**config.mk**
```make
export PLATFORM = sky130hd
export DESIGN_NAME = audio_mixer_flat
export DESIGN_NICKNAME = d
export VERILOG_FILES = /design/src/rtl/audio_mixer_if.sv /design/src/rtl/audio_mixer.sv /design/src/flat_wrapper.sv
export SDC_FILE = /design/constraint.sdc
export NUM_CORES = 1
export LEC_CHECK = 0
export CAP_MARGIN = 30
export CORE_ASPECT_RATIO = 2
export CORE_MARGIN = 5
export CORE_UTILIZATION = 45
export CTS_BUF_LIST = sky130_fd_sc_hd__clkbuf_4
export CTS_CLUSTER_DIAMETER = 120
export DETAILED_ROUTE_END_ITERATION = 8
export SKIP_CTS_REPAIR_TIMING = 1
export SLEW_MARGIN = 20
export SYNTH_ARGS = -nofsm -noshare
export SYNTH_HDL_FRONTEND = slang
export SYNTH_SLANG_ARGS = --single-unit
export TNS_END_PERCENT = 30
```
**constraint.sdc**
```tcl
create_clock -name clk_pixel -period 7.2 [get_ports clk_pixel]
set_clock_uncertainty 0.2 [all_clocks]
set_input_delay 2.16 -clock clk_pixel [delete_from_list [all_inputs] [get_ports clk_pixel]]
set_output_delay 2.16 -clock clk_pixel [all_outputs]
set_load 0.02 [all_outputs]
```
**src/rtl/audio_mixer_if.sv**
```systemverilog
// audio_mixer bus: sample strobe, speaker bit and Mockingboard samples in,
// mixed 16-bit L/R samples, valid pulse and sticky overrun flag out.
interface audio_mixer_if;
   logic        sample_strobe_i;
   logic        speaker_bit_i;
   logic [9:0]  mb_audio_l_i;
   logic [9:0]  mb_audio_r_i;
   logic [15:0] audio_l_o;
   logic [15:0] audio_r_o;
   logic        valid_o;
   logic        overrun_o;

   modport master (
      output sample_strobe_i, speaker_bit_i,
      output mb_audio_l_i, mb_audio_r_i,
      input  audio_l_o, audio_r_o, valid_o, overrun_o
   );

   modport slave (
      input  sample_strobe_i, speaker_bit_i,
      input  mb_audio_l_i, mb_audio_r_i,
      output audio_l_o, audio_r_o, valid_o, overrun_o
   );
endinterface

```
**src/rtl/audio_mixer.sv**
```systemverilog
// Speaker/Mockingboard mixer with saturation and optional 4-tap box-car.
// Ports: clk_pixel, reset (sync, active-high), bus (audio_mixer_if.slave).
module audio_mixer #(
   parameter bit          SPEAKER_ENABLE = 1'b0,
   parameter logic [15:0] SPEAKER_LEVEL  = 16'h2000,
   parameter logic [7:0]  HOLD_SAMPLES   = 8'd255,
   parameter int          MB_SHIFT       = 5,
   parameter bit          FILTER_EN      = 1'b1
) (
   input logic         clk_pixel,
   input logic         reset,
   audio_mixer_if.slave bus
);

   typedef enum logic [1:0] {IDLE, MIX_L, MIX_R, OUT} state_t;

   state_t             state;
   logic               spk_m;
   logic               spk_s;
   logic               spk_d;
   logic               spk_edge;
   logic               edge_pend;
   logic               spk_lvl;
   logic [7:0]         hold_cnt;
   logic [9:0]         cap_l;
   logic [9:0]         cap_r;
   logic [3:0][15:0]   hist_l;
   logic [3:0][15:0]   hist_r;
   logic [17:0]        sum_l;
   logic [17:0]        sum_r;

   assign spk_edge = spk_s ^ spk_d;

   // 17-bit sum so a carry out clamps to full scale instead of wrapping
   function automatic logic [15:0] mix(input logic [9:0] mb,
                                       input logic lvl);
      logic [15:0] mb_sh;
      logic [16:0] acc;
      mb_sh = {6'b0, mb} << MB_SHIFT;
      acc   = {1'b0, mb_sh} + (lvl ? {1'b0, SPEAKER_LEVEL} : 17'd0);
      return acc[16] ? 16'hFFFF : acc[15:0];
   endfunction

   always_comb begin
      sum_l = 18'(hist_l[0]) + 18'(hist_l[1])
            + 18'(hist_l[2]) + 18'(hist_l[3]);
      sum_r = 18'(hist_r[0]) + 18'(hist_r[1])
            + 18'(hist_r[2]) + 18'(hist_r[3]);
   end

   always_ff @(posedge clk_pixel) begin
      if (reset) begin
         state         <= IDLE;
         spk_m         <= 1'b0;
         spk_s         <= 1'b0;
         spk_d         <= 1'b0;
         edge_pend     <= 1'b0;
         spk_lvl       <= 1'b0;
         hold_cnt      <= 8'd0;
         cap_l         <= 10'd0;
         cap_r         <= 10'd0;
         hist_l        <= '0;
         hist_r        <= '0;
         bus.audio_l_o <= 16'd0;
         bus.audio_r_o <= 16'd0;
         bus.valid_o   <= 1'b0;
         bus.overrun_o <= 1'b0;
      end else begin
         spk_m       <= bus.speaker_bit_i;
         spk_s       <= spk_m;
         spk_d       <= spk_s;
         bus.valid_o <= 1'b0;
         if (spk_edge)
            edge_pend <= 1'b1;
         if (bus.sample_strobe_i && state != IDLE)
            bus.overrun_o <= 1'b1;
         unique case (state)
            IDLE: begin
               if (bus.sample_strobe_i) begin
                  cap_l   <= bus.mb_audio_l_i;
                  cap_r   <= bus.mb_audio_r_i;
                  spk_lvl <= SPEAKER_ENABLE && spk_s
                             && (edge_pend || hold_cnt != 8'd0);
                  if (edge_pend || spk_edge)
                     hold_cnt <= HOLD_SAMPLES;
                  else if (hold_cnt != 8'd0)
                     hold_cnt <= hold_cnt - 8'd1;
                  // an edge in this same cycle is consumed by the reload
                  edge_pend <= 1'b0;
                  state     <= MIX_L;
               end
            end
            MIX_L: begin
               hist_l <= {hist_l[2:0], mix(cap_l, spk_lvl)};
               state  <= MIX_R;
            end
            MIX_R: begin
               hist_r <= {hist_r[2:0], mix(cap_r, spk_lvl)};
               state  <= OUT;
            end
            OUT: begin
               bus.audio_l_o <= FILTER_EN ? sum_l[17:2] : hist_l[0];
               bus.audio_r_o <= FILTER_EN ? sum_r[17:2] : hist_r[0];
               bus.valid_o   <= 1'b1;
               state         <= IDLE;
            end
         endcase
      end
   end

endmodule

```
**src/flat_wrapper.sv**
```systemverilog
// flat-port wrapper written by rule: the top's interface ports become plain ports
module audio_mixer_flat 
#(
   parameter bit          SPEAKER_ENABLE = 1'b0,
   parameter logic [15:0] SPEAKER_LEVEL  = 16'h2000,
   parameter logic [7:0]  HOLD_SAMPLES   = 8'd255,
   parameter int          MB_SHIFT       = 5,
   parameter bit          FILTER_EN      = 1'b1
)
  (clk_pixel, reset, bus_sample_strobe_i, bus_speaker_bit_i, bus_mb_audio_l_i, bus_mb_audio_r_i, bus_audio_l_o, bus_audio_r_o, bus_valid_o, bus_overrun_o);
  audio_mixer_if bus_i ();
  input logic clk_pixel;
  input logic reset;
  input wire logic [$bits(bus_i.sample_strobe_i)-1:0] bus_sample_strobe_i;
  input wire logic [$bits(bus_i.speaker_bit_i)-1:0] bus_speaker_bit_i;
  input wire logic [$bits(bus_i.mb_audio_l_i)-1:0] bus_mb_audio_l_i;
  input wire logic [$bits(bus_i.mb_audio_r_i)-1:0] bus_mb_audio_r_i;
  output wire logic [$bits(bus_i.audio_l_o)-1:0] bus_audio_l_o;
  output wire logic [$bits(bus_i.audio_r_o)-1:0] bus_audio_r_o;
  output wire logic [$bits(bus_i.valid_o)-1:0] bus_valid_o;
  output wire logic [$bits(bus_i.overrun_o)-1:0] bus_overrun_o;
  assign bus_i.sample_strobe_i = bus_sample_strobe_i;
  assign bus_i.speaker_bit_i = bus_speaker_bit_i;
  assign bus_i.mb_audio_l_i = bus_mb_audio_l_i;
  assign bus_i.mb_audio_r_i = bus_mb_audio_r_i;
  assign bus_audio_l_o = bus_i.audio_l_o;
  assign bus_audio_r_o = bus_i.audio_r_o;
  assign bus_valid_o = bus_i.valid_o;
  assign bus_overrun_o = bus_i.overrun_o;
  audio_mixer #(.SPEAKER_ENABLE(SPEAKER_ENABLE), .SPEAKER_LEVEL(SPEAKER_LEVEL), .HOLD_SAMPLES(HOLD_SAMPLES), .MB_SHIFT(MB_SHIFT), .FILTER_EN(FILTER_EN)) u_core (.clk_pixel(clk_pixel), .reset(reset), .bus(bus_i));
endmodule
```
### Word level (Yosys, flattened, before mapping)

Cells that the tools add are included.

* memories: 0
* output and inout port bits: 34
* bits in latches: 0
* memory bits (writable): 0
* register bits: 136
* ROM bits: 0

* magnitude comparators: 0
* multiplexer cells: 3
* bitwise logic cells: 0
* $mul: 0
* reduce and logical (&&, ||, !) cells: 4
* eq/ne operators: 4
* shift operators: 0
* divide/modulo/power cells: 0
* add/subtract/negate cells: 6

Operators with widths (number)
* adder 18 x 15 -> 18 bit: 4
* adder 15 x 15 -> 16 bit: 2
* one-hot mux 2 bit (4 select lines): 1
* equality test 2 bit, second input constant: 2
* equality test 2 x 1 -> 1 bit, second input constant: 1
* zero test 2 bit: 1
* 2-to-1 mux 2 bit: 1
* inequality test 2 bit, second input constant: 1
* AND reduction 2 bit: 1
* nonzero test 2 bit: 1
* logical AND 1 bit: 1
* 2-to-1 mux 1 bit: 1

### Longest topological paths before layout

Gate-level depths: netlist of the first run.

* depth in word-level cells: 3
* gate-level depth with buffers: 13

### Worst setup path after synthesis of the first run

OpenSTA, ideal clock, no wires.

* kind: reg2reg
* start: register u_core.hist_l[5] (netlist bit)
* end: register u_core.bus.audio_l_o[12]
* setup slack: 3.499 ns
* required time: 6.905 ns
* cell stages (with the launch flop): 14
* period minus slack after synthesis: 3.701 ns
* arrival time: 3.405 ns
* setup time: 0.095 ns
* cell sequence: dfxtp_1 -> ha_1 -> fa_1 -> a21o_1 -> a21oi_1 -> o21ai_1 -> xnor2_1 -> fa_1 -> inv_1 -> ha_1 -> a21o_1 -> or3_1 -> o21a_1 -> o311ai_1

* cells in the longest elaborated chain, start to end: 3

RTL lines
* start, declared: RTL line audio_mixer.sv:27 `logic [3:0][15:0] hist_l;`
* start signal, assigned: RTL line audio_mixer.sv:94 `hist_l <= {hist_l[2:0], mix(cap_l, spk_lvl)};`
* adder 15 x 15 -> 16 bit: RTL line audio_mixer.sv:45 `sum_l = 18'(hist_l[0]) + 18'(hist_l[1])`
* adder 18 x 15 -> 18 bit (2 in series): RTL line audio_mixer.sv:46 `+ 18'(hist_l[2]) + 18'(hist_l[3]);`
* end signal, assigned: RTL line audio_mixer.sv:102 `bus.audio_l_o <= FILTER_EN ? sum_l[17:2] : hist_l[0];`
* end, declared: RTL line audio_mixer_if.sv:22 `output audio_l_o, audio_r_o, valid_o, overrun_o`

Every way passes these cells.
A chain may end at the register's enable or synchronous reset.

### Worst setup path after layout of the first run

* start: register u_core.hist_r[5] (netlist bit)
* end: register u_core.bus.audio_r_o[12]

* cells in the longest elaborated chain, start to end: 3

RTL lines
* start, declared: RTL line audio_mixer.sv:28 `logic [3:0][15:0] hist_r;`
* start signal, assigned: RTL line audio_mixer.sv:98 `hist_r <= {hist_r[2:0], mix(cap_r, spk_lvl)};`
* adder 15 x 15 -> 16 bit: RTL line audio_mixer.sv:47 `sum_r = 18'(hist_r[0]) + 18'(hist_r[1])`
* adder 18 x 15 -> 18 bit (2 in series): RTL line audio_mixer.sv:48 `+ 18'(hist_r[2]) + 18'(hist_r[3]);`
* end signal, assigned: RTL line audio_mixer.sv:103 `bus.audio_r_o <= FILTER_EN ? sum_r[17:2] : hist_r[0];`
* end, declared: RTL line audio_mixer_if.sv:22

Every way passes these cells.

==> run metrics, run 1 <==
status completed; htree depth 4; worst vdd ir 0.3179 mV; NumNets Final 916; WL per Instance 13.34 um; CTS buffer count 17; pre-CTS worst setup slack 3115 ps; worst-case register-to-register setup slack 3160 ps; PwrDens 222.1 mW/mm2; Worst Reg-to-Reg Cells 13; fmax 0.2476 GHz; proportion of layout cells with a drive suffix above 1 4.898%; # setup viols final 0; core area 0.01529 mm2; vias 5,234; Static Leakage 3.228 nW; CTS root buf clkbuf_4; clk_lat worst skew 530 ps; max-slew violations 0; CP top delay family adder cells; fin crit share 56.09%; Worst Hold Class flop to flop; Fill cells 1,499; post-route setup TNS 0 ps; final worst slack 3162 ps; vias in the first global route 5,414; initial antenna violation count 1; Buf/Inv on CP 1; combinational power share 26.1%; Cell Area, Synth 0.007020 mm2; Area growth, synth to finish 12.71%; minimum clock period 4038 ps; pin count of the biggest net entering global routing 96; Vias per Instance 5.052; Int Pwr 1.193 mW; Synth Area in Adders 14.69%; async set or reset register ratio after synthesis 0%; largest family of logic cells by synthesized area adder cells; NetSw 564.6 uW; drt pass-1 iters 4; WS Path Type flop to flop; Post-Syn Instances 791; clk sinks 128; Yosys warnings 0; CTS clk-pin slew, worst paths 110 ps; mux cell area share after synthesis 12.12%; DRC Markers 0; Yosys reg bits 128; Initial Utilization 45.90%; Max Cap Viol 0; first-pass GRT wire length 24,560 um; Final ANT Viol Nets 0; post-synthesis compound-gate area fraction 11.96%; Switching Fraction 32.13%; Die W 98.32 um; commonest non-fill, non-tap cell in the layout dfxtp_1; Synth Area in Simple Gates 14.35%; PortBufs 48; worst endpoint data arrival time 4280 ps; unrepaired setup endpoints after global routing false; HPWL Detailed 10,120 um; crit path cell chain ha_1, fa_1, a21o_1, a21oi_1, o21ai_1, xnor2_1, fa_1, inv_1, ha_1, a21o_1, or3_4, o21a_1, o311ai_1; final hold vios 0; maximum net fanout on the critical path 7; critical path endpoint category flop; Rel. slew slack 52.30%; Synth Area in XOR/XNOR 2.370%; Levels on crit path 13; area leader, netlist dfxtp_1; I/O pins 58; top cell type's share of synthesized area 36.50%; register area share after synthesis 36.50%; Starting DRT DRC Count 202; Max Root-Sink Buffers 2; commonest non-fill, non-tap cells in the layout dfxtp_1 (128), nor2_1 (108), inv_1 (90), mux2i_1 (85), nand2_1 (52); EDFF count, synth 0; total power draw 1.758 mW; CP peak stage delay 480 ps; ys flop type dfxtp_1; die span in y 186.6 um; Total GRT Usage 15.99%; Yosys cell types 48; clock network power share 29.3%; CP max-delay cell fa_1; Reg power frac 44.6%; CTS tree built; drt total wl 13,820 um; top cells by area, synth dfxtp_1 (36%), mux2i_1 (12%), ha_1 (7.8%), fa_1 (6.8%), nor2_1 (5.8%); grt ovf 0; Critical Path Start Type flop; Worst Hold Depth 2; row count 64; Avg Cell Area, Syn 8.875 um2; die area 0.01835 mm2; CP Data Required Time 7440 ps; GPL Wtd Cong 0.8688; Worst Max-Slew Pin Slew 715.5 ps
stage by stage:
step	instances	util (%)	hold slack, ps	cell area, um2
floorplan	798	-	236.0	7047
global placement	1002	49.62	244.4	7590
detailed placement	1002	49.62	248.8	7590
CTS	1034	51.54	263.7	7883
global route	1036	51.73	277.3	7913
finish	1036	51.73	260.3	7913
Yosys cell counts, types with 8 or more instances:
master and n:
xor2_1 9, nor3_1 10, buf_2 12, nand3_1 20, dfxtp_1 128, mux2i_1 85, a21o_1 9, a211oi_1 9
o211ai_1 15, o21a_1 10, buf_4 8, buf_1 8, o21ai_0 9, clkbuf_1 18, xnor2_1 10, nand2_1 52
nor2_1 108, fa_1 24, a21oi_1 39, ha_1 44, inv_1 90
worst paths after layout:
path                            startpoint                                    end
max reg2reg  u_core.hist_r[5]$_SDFFE_PP0P_  u_core.bus.audio_r_o[12]$_SDFFE_PP0P_
max          u_core.hist_r[5]$_SDFFE_PP0P_  u_core.bus.audio_r_o[12]$_SDFFE_PP0P_
min           u_core.cap_l[8]$_SDFFE_PP0P_           u_core.cap_l[8]$_SDFFE_PP0P_
min reg2reg   u_core.cap_l[8]$_SDFFE_PP0P_           u_core.cap_l[8]$_SDFFE_PP0P_
kinds of logic (layout without fill, tap and decap cells):
group           count (synthesis)  count (layout)
xor+xnor                       19              19
simple gates                  227             227
mux                            85              85
buf+inv                       137             176
other cells                     1               9
fa+ha+maj                      68              68
flops                         128             128
compound gates                126             126
power by group through the flow:
stage	sequential (mW)	clock, mW	combinational, mW
after detailed placement	0.800	0	0.463
final	0.783	0.515	0.459
after floorplan	0.800	0	0.371
after global routing	0.790	0.566	0.506
after global placement	0.798	0	0.454
after CTS	0.784	0.536	0.466
flip-flops by register name, indices dropped and copies added (netlist names):
signal and cells:
u_core.bus.audio_l_o 12, u_core.bus.audio_r_o 12, u_core.bus.overrun_o 1, u_core.bus.valid_o 1
u_core.cap_l 10, u_core.cap_r 10, u_core.hist_l 40, u_core.hist_r 40
u_core.state 2
layer usage:
| layer | routed length [um] | share of wire (%) | up-vias | GRT usage (%) |
|---|---|---|---|---|
| met2 | 7112 | 51 | 80 | 28.77 |
| li1 | - | - | 2711 | - |
| met1 | 6088 | 44 | 2427 | 18.65 |
| met4 | 219 | 1.6 | 0 | 5.681 |
| met3 | 396 | 2.9 | 16 | 2.952 |
| met5 | 0 | 0 | - | 0 |
layout make-up:
class	count	area, um2	share of cell area [%]
Antenna cell	1	2.502	0.03163
Clock buffer	20	150.1	1.898
Clock inverter	12	142.6	1.803
Inverter	91	341.6	4.317
Multi-Input combinational cell	533	3930	49.67
Sequential cell	128	2562	32.38
Tap cell	198	247.7	3.131
Timing Repair Buffer	53	535.5	6.768
worst reg2reg max path, cell delays in order, from the launching register on:
cell      delay (ps)
dfxtp_1          350
ha_1             220
fa_1             410
a21o_1           170
a21oi_1          360
o21ai_1          190
xnor2_1          180
fa_1             480
inv_1             40
ha_1             380
a21o_1           220
or3_4            340
o21a_1           180
o311ai_1         240
(Power assumes the default switching activity.)
==> run 2, diff against run 1 <==
Settings changed: PLACE_DENSITY from default to 0.67.
Clock period 7.2 ns to 3.31 ns, I/O delays scaled along.
==> run 2 against run 1 <==
Net effect:
- the run now ends with setup timing left
- non-clock buffer count rose by 73
- highest routed layer unchanged
- flip-flop and latch count did not move
- wire length up 1.7%
- sequential share of layout area shrank 3.2 points
- total power is 130% higher
- hold slack better by 1.0 ps
- register-to-register slack worse by 3400 ps
- final cell count rose by 7.0%
- largest power group unchanged
- maximum frequency is 15% higher
- clock power up 150%
==> run metrics, run 2 (synthesis results as in run 1) <==
Finished Layout Cells 1,109 (+7.0%); Switching Fraction 31.18% (-0.94 points); row count 64 (unchanged); Reg power frac 41.4% (-3.2 points); Total GRT Usage 15.99% (about the same); fmax 0.2853 GHz (+15%); Area growth, synth to finish 25.68%; CTS root buf clkbuf_4; DRC Markers 0 (unchanged); final hold vios 0 (unchanged); Max Root-Sink Buffers 2 (unchanged); CTS clk-pin slew, worst paths 120 ps (about the same); failing checks setup timing; PwrDens 465.7 mW/mm2 (+110%); worst endpoint data arrival time 3780 ps (-500 ps); biggest regs u_core.hist_l x40, u_core.hist_r x40; Worst Reg-to-Reg Cells 13 (unchanged); critical path endpoint category flop; area occupied by multi-input gates 0.004230 mm2 (+7.6%); max-slew violations 0 (unchanged); Fill cells 1,396 (-6.9%); status finished with violations; Rel. slew slack 55.00% (+2.7 points); Die W 98.32 um (unchanged); NetSw 1.281 mW (+130%); Starting DRT DRC Count 184 (-8.9%); Worst Max-Slew Pin Slew 673.4 ps (-42.09 ps); WL per Instance 12.67 um (-5.0%); vias 5,532 (+5.7%); initial antenna violation count 1 (unchanged); pin count of the biggest net entering global routing 106 (+10%); WS Path Type flop to flop; # setup viols final 11 (+11); core area 0.01529 mm2 (unchanged); pre-CTS worst setup slack -259.1 ps (-3374 ps); CTS tree built; hold_ws 261.3 ps (+0.9990 ps); grt ovf 0 (unchanged); Static Leakage 3.622 nW (+12%); minimum clock period 3505 ps (-533.3 ps); Initial Utilization 45.90% (unchanged); vias in the first global route 5,507 (+1.7%); Post-Place Cells 1,072 (+7.0%); CP Data Required Time 3590 ps (-3850 ps); die span in y 186.6 um (unchanged); clk sinks 128 (unchanged); NumNets Final 989 (+8.0%); commonest non-fill, non-tap cells in the layout dfxtp_1 (121), nor2_1 (106), mux2i_1 (85), inv_1 (83), buf_4 (77); unrepaired setup endpoints after global routing true; drt pass-1 iters 4 (unchanged); total power draw 4.109 mW (+130%); maximum net fanout on the critical path 4 (-3); combinational power share 27.5% (+1.4 points); commonest non-fill, non-tap cell in the layout dfxtp_1; PortBufs 48 (unchanged); I/O pins 58 (unchanged); Max Cap Viol 0 (unchanged); Int Pwr 2.828 mW (+140%); clock network power share 31.1% (+1.8 points); first-pass GRT wire length 24,430 um (-0.51%); worst vdd ir 0.2784 mV (-12%); htree depth 4 (unchanged); proportion of layout cells with a drive suffix above 1 18.13% (+13 points); Final ANT Viol Nets 0 (unchanged); Vias per Instance 4.988 (-1.3%); Worst Hold Depth 2 (unchanged); CTS buffer count 17 (unchanged); die area 0.01835 mm2 (unchanged); drt total wl 14,050 um (+1.7%); fin crit share 105.9% (+50 points); HPWL Detailed 10,460 um (+3.3%); fin util 57.69% (+6.0 points); Critical Path Start Type flop; register area 0.002571 mm2 (+0.34%); GPL Wtd Cong 0.8592 (-1.1%); Worst Hold Class flop to flop; final worst slack -195.1 ps (-3357 ps); clk_lat worst skew 540 ps (about the same)
run 2: cell count changes in the layout (fill, tap and decap cells not counted), moves of 6 or more:
cell / before / now
buf_4: 5 / 77
ha_1: 42 / 29
dfxtp_1: 128 / 121
inv_2: 1 / 8
a21oi_1: 39 / 33
ha_4: 0 / 13
dfxtp_2: 0 / 7
inv_1: 90 / 83
run 2: final timing paths:
| kind | startpoint | slack, ps | end |
|---|---|---|---|
| min | u_core.cap_l[6]$_SDFFE_PP0P_ | 260 | u_core.cap_l[6]$_SDFFE_PP0P_ |
| max reg2reg | u_core.hist_r[21]$_SDFFE_PP0P_ | -200 | u_core.bus.audio_r_o[13]$_SDFFE_PP0P_ |
| min reg2reg | u_core.cap_l[6]$_SDFFE_PP0P_ | 260 | u_core.cap_l[6]$_SDFFE_PP0P_ |
| max | u_core.hist_r[21]$_SDFFE_PP0P_ | -200 | u_core.bus.audio_r_o[13]$_SDFFE_PP0P_ |
run 2: layout make-up:
class                           count  area share [%]
Timing Repair Buffer              126           12.24
Tap cell                          198           2.808
Antenna cell                        1         0.02836
Sequential cell                   128           29.14
Clock buffer                       18           1.531
Clock inverter                     14           2.439
Multi-Input combinational cell    533           47.94
Inverter                           91           3.871
run 2: routing by layer:
| layer | global-route usage, % | part of all wire, % |
|---|---|---|
| met1 | 18.22 | 44 |
| met2 | 28.25 | 50 |
| met3 | 3.550 | 3.1 |
| met4 | 6.839 | 2.7 |
| met5 | 0 | 0 |
run 2: critical path, cell delays in order, from the launching register on:
cell	delay (ps)
dfxtp_2	350
ha_4	160
fa_2	340
a21o_1	200
a21oi_4	210
nor2_2	50
a311oi_2	330
fa_1	480
inv_2	90
ha_4	220
nand3_1	100
o211ai_1	110
or4_1	510
nand3_1	90
run 2: stage by stage:
step | TNS, ps | cell area (um2)
final | -1257 | 8823
after global routing | -3114 | 8823
after CTS | -2283 | 8578
after detailed placement | -1963 | 8228
after global placement | -1588 | 8228
after floorplan | -180.3 | 7147
run 2: power by group through the flow:
stage | sequential (mW) | combinational, mW | clock (mW)
after global placement | 1.73 | 1.11 | 0
after detailed placement | 1.74 | 1.12 | 0
after floorplan | 1.74 | 0.823 | 0
after CTS | 1.70 | 1.12 | 1.32
final | 1.70 | 1.13 | 1.28
after global routing | 1.72 | 1.24 | 1.37
==> run 3, diff against run 2 <==
Settings changed: REMOVE_ABC_BUFFERS from default to 1.
==> run 3 against run 2 <==
Net effect:
- the flow still finishes with violations (setup timing)
- largest power group unchanged
- flip-flop and latch count unchanged
- clock-buffer cell count unchanged
- die area unchanged
- hold slack worse by 1.1 ps
- design area up 1.7%
- clock power down 17%
- wire length up 16%
- largest cell class unchanged
- critical endpoint is now u_core.bus.audio_r_o[12]$_SDFFE_PP0P_
- worst setup slack worse by 66 ps
==> run metrics, run 3 (synthesis results as in run 1) <==
Reg power frac 43.0% (+1.6 points); CP Data Required Time 3540 ps (-50 ps); # setup viols final 14 (+3); proportion of layout cells with a drive suffix above 1 21.28% (+3.1 points); first-pass GRT wire length 26,520 um (+8.5%); crit path cell chain ha_4, fa_2, a21o_1, a21oi_1, buf_4, o21ai_4, xnor2_2, fa_1, inv_2, ha_4, a21o_1, or3_4, o21a_1, o311ai_1; Int Pwr 2.629 mW (-7.0%); critical path endpoint category flop; drt pass-1 iters 4 (unchanged); htree depth 4 (unchanged); worst vdd ir 0.3377 mV (+21%); Fill cells 1,364 (-2.3%); Critical Path Start Type flop; NumNets Final 1,019 (+3.0%); final worst slack -261.4 ps (-66.34 ps); Static Leakage 3.713 nW (+2.5%); die area 0.01835 mm2 (unchanged); worst endpoint data arrival time 3800 ps (+20 ps); CP max-delay cell fa_1; Switching Fraction 33.74% (+2.6 points); I/O pins 58 (unchanged); PwrDens 442.0 mW/mm2 (-5.1%); die span in y 186.6 um (unchanged); DRC Markers 0 (unchanged); Worst Max-Slew Pin Slew 696.1 ps (+22.73 ps); area occupied by multi-input gates 0.004228 mm2 (about the same); clk sinks 128 (unchanged); commonest non-fill, non-tap cells in the layout dfxtp_1 (115), nor2_1 (106), buf_4 (106), mux2i_1 (85), inv_1 (83); minimum clock period 3571 ps (+66.34 ps); CTS tree built; Initial Utilization 45.90% (unchanged); Rel. slew slack 53.59% (-1.4 points); CTS root buf clkbuf_4; combinational power share 30.2% (+2.7 points); CTS clk-pin slew, worst paths 110 ps (about the same); row count 64 (unchanged); WS Path Type flop to flop; NetSw 1.339 mW (+4.5%); unrepaired setup endpoints after global routing true; Final ANT Viol Nets 0 (unchanged); Max Cap Viol 0 (unchanged); Post-Place Cells 1,101 (+2.7%); Max Root-Sink Buffers 2 (unchanged); vias in the first global route 5,889 (+6.9%); Vias per Instance 5.139 (+3.0%); initial antenna violation count 1 (unchanged); commonest non-fill, non-tap cell in the layout dfxtp_1; vias 5,853 (+5.8%); HPWL Detailed 12,170 um (+16%); clock network power share 26.7% (-4.4 points); core area 0.01529 mm2 (unchanged); total power draw 3.968 mW (-3.4%); grt ovf 0 (unchanged); CP peak stage delay 500 ps (about the same); pre-CTS worst setup slack -490.3 ps (-231.2 ps); clk_lat worst skew 520 ps (-20 ps); fin crit share 107.9% (+2.0 points); GPL Wtd Cong 0.8573 (-0.22%); final hold vios 0 (unchanged); WL per Instance 14.27 um (+13%); CTS buffer count 17 (unchanged); pin count of the biggest net entering global routing 64 (-40%); Die W 98.32 um (unchanged); failing checks setup timing; Total GRT Usage 17.67% (+1.7 points); Finished Layout Cells 1,139 (+2.7%); CP top delay family adder cells; max-slew violations 0 (unchanged); Area growth, synth to finish 27.87%; Worst Hold Class flop to flop; Buf/Inv on CP 2 (+1); status finished with violations; maximum net fanout on the critical path 4 (unchanged); biggest regs u_core.hist_l x40, u_core.hist_r x40; drt total wl 16,260 um (+16%); PortBufs 48 (unchanged); fmax 0.2800 GHz (-1.9%); register area 0.002581 mm2 (+0.39%); Starting DRT DRC Count 149 (-19%)
-- run 3: changes by cell type in the layout (fill, tap and decap cells not counted), moves of 3 or more --
cell        previous run  this run
buf_4                 77       106
dfxtp_1              121       115
dfxtp_2                7        12
a21oi_4                3         0
bufinv_16              5         2
clkinv_2               0         3
clkinv_4               4         1
clkinvlp_4             3         6
-- run 3: worst paths after layout --
path	start	endpoint	slack (ps)	cells after the start
max	u_core.hist_r[21]$_SDFFE_PP0P_	u_core.bus.audio_r_o[12]$_SDFFE_PP0P_	-260	14
min	u_core.cap_l[9]$_SDFFE_PP0P_	u_core.cap_l[9]$_SDFFE_PP0P_	260	2
max reg2reg	u_core.hist_r[21]$_SDFFE_PP0P_	u_core.bus.audio_r_o[12]$_SDFFE_PP0P_	-260	14
min reg2reg	u_core.cap_l[9]$_SDFFE_PP0P_	u_core.cap_l[9]$_SDFFE_PP0P_	260	2
-- run 3: stage by stage --
stage | cell area, um2 | setup TNS [ps] | utilization (%) | hold WS (ps)
floorplan | 6829 | -2220 | - | 230.0
global route | 8977 | -3922 | 58.70 | 281.8
finish | 8977 | -1957 | 58.70 | 260.2
detailed placement | 8333 | -4008 | 54.48 | 247.7
CTS | 8610 | -4632 | 56.29 | 264.0
global placement | 8333 | -3570 | 54.48 | 243.2
-- run 3: tightest hold or removal path: cells and delay by family, from the launching register on --
family	cells	cell delay (ps)
flops	1	330
compound gates	1	50
simple gates	1	50
-- run 3: power by group through the flow --
stage / Clock (mW) / Sequential (mW) / Combinational [mW]
CTS: 1.10 / 1.70 / 1.17
floorplan: 0 / 1.74 / 0.784
detailed placement: 0 / 1.74 / 1.17
finish: 1.06 / 1.71 / 1.20
global route: 1.16 / 1.72 / 1.31
global placement: 0 / 1.74 / 1.15
-- run 3: area by class of cell --
type / instances / area share (%)
well taps: 198 / 2.760
multi-input cells: 533 / 47.09
clock buffers: 18 / 1.505
clock inverters: 14 / 1.575
inverters: 91 / 3.805
flip-flops and latches: 128 / 28.75
repair buffers: 156 / 14.48
diodes: 1 / 0.02787
-- run 3: layer usage --
layer  global-route usage, %  vias to the layer above  routed length, um
met5                       0                        -                  0
met4                   8.627                        0                609
met3                   3.102                       42                448
met2                   34.48                       87               9365
met1                   17.25                     2790               5835
li1                        -                     2934                  -
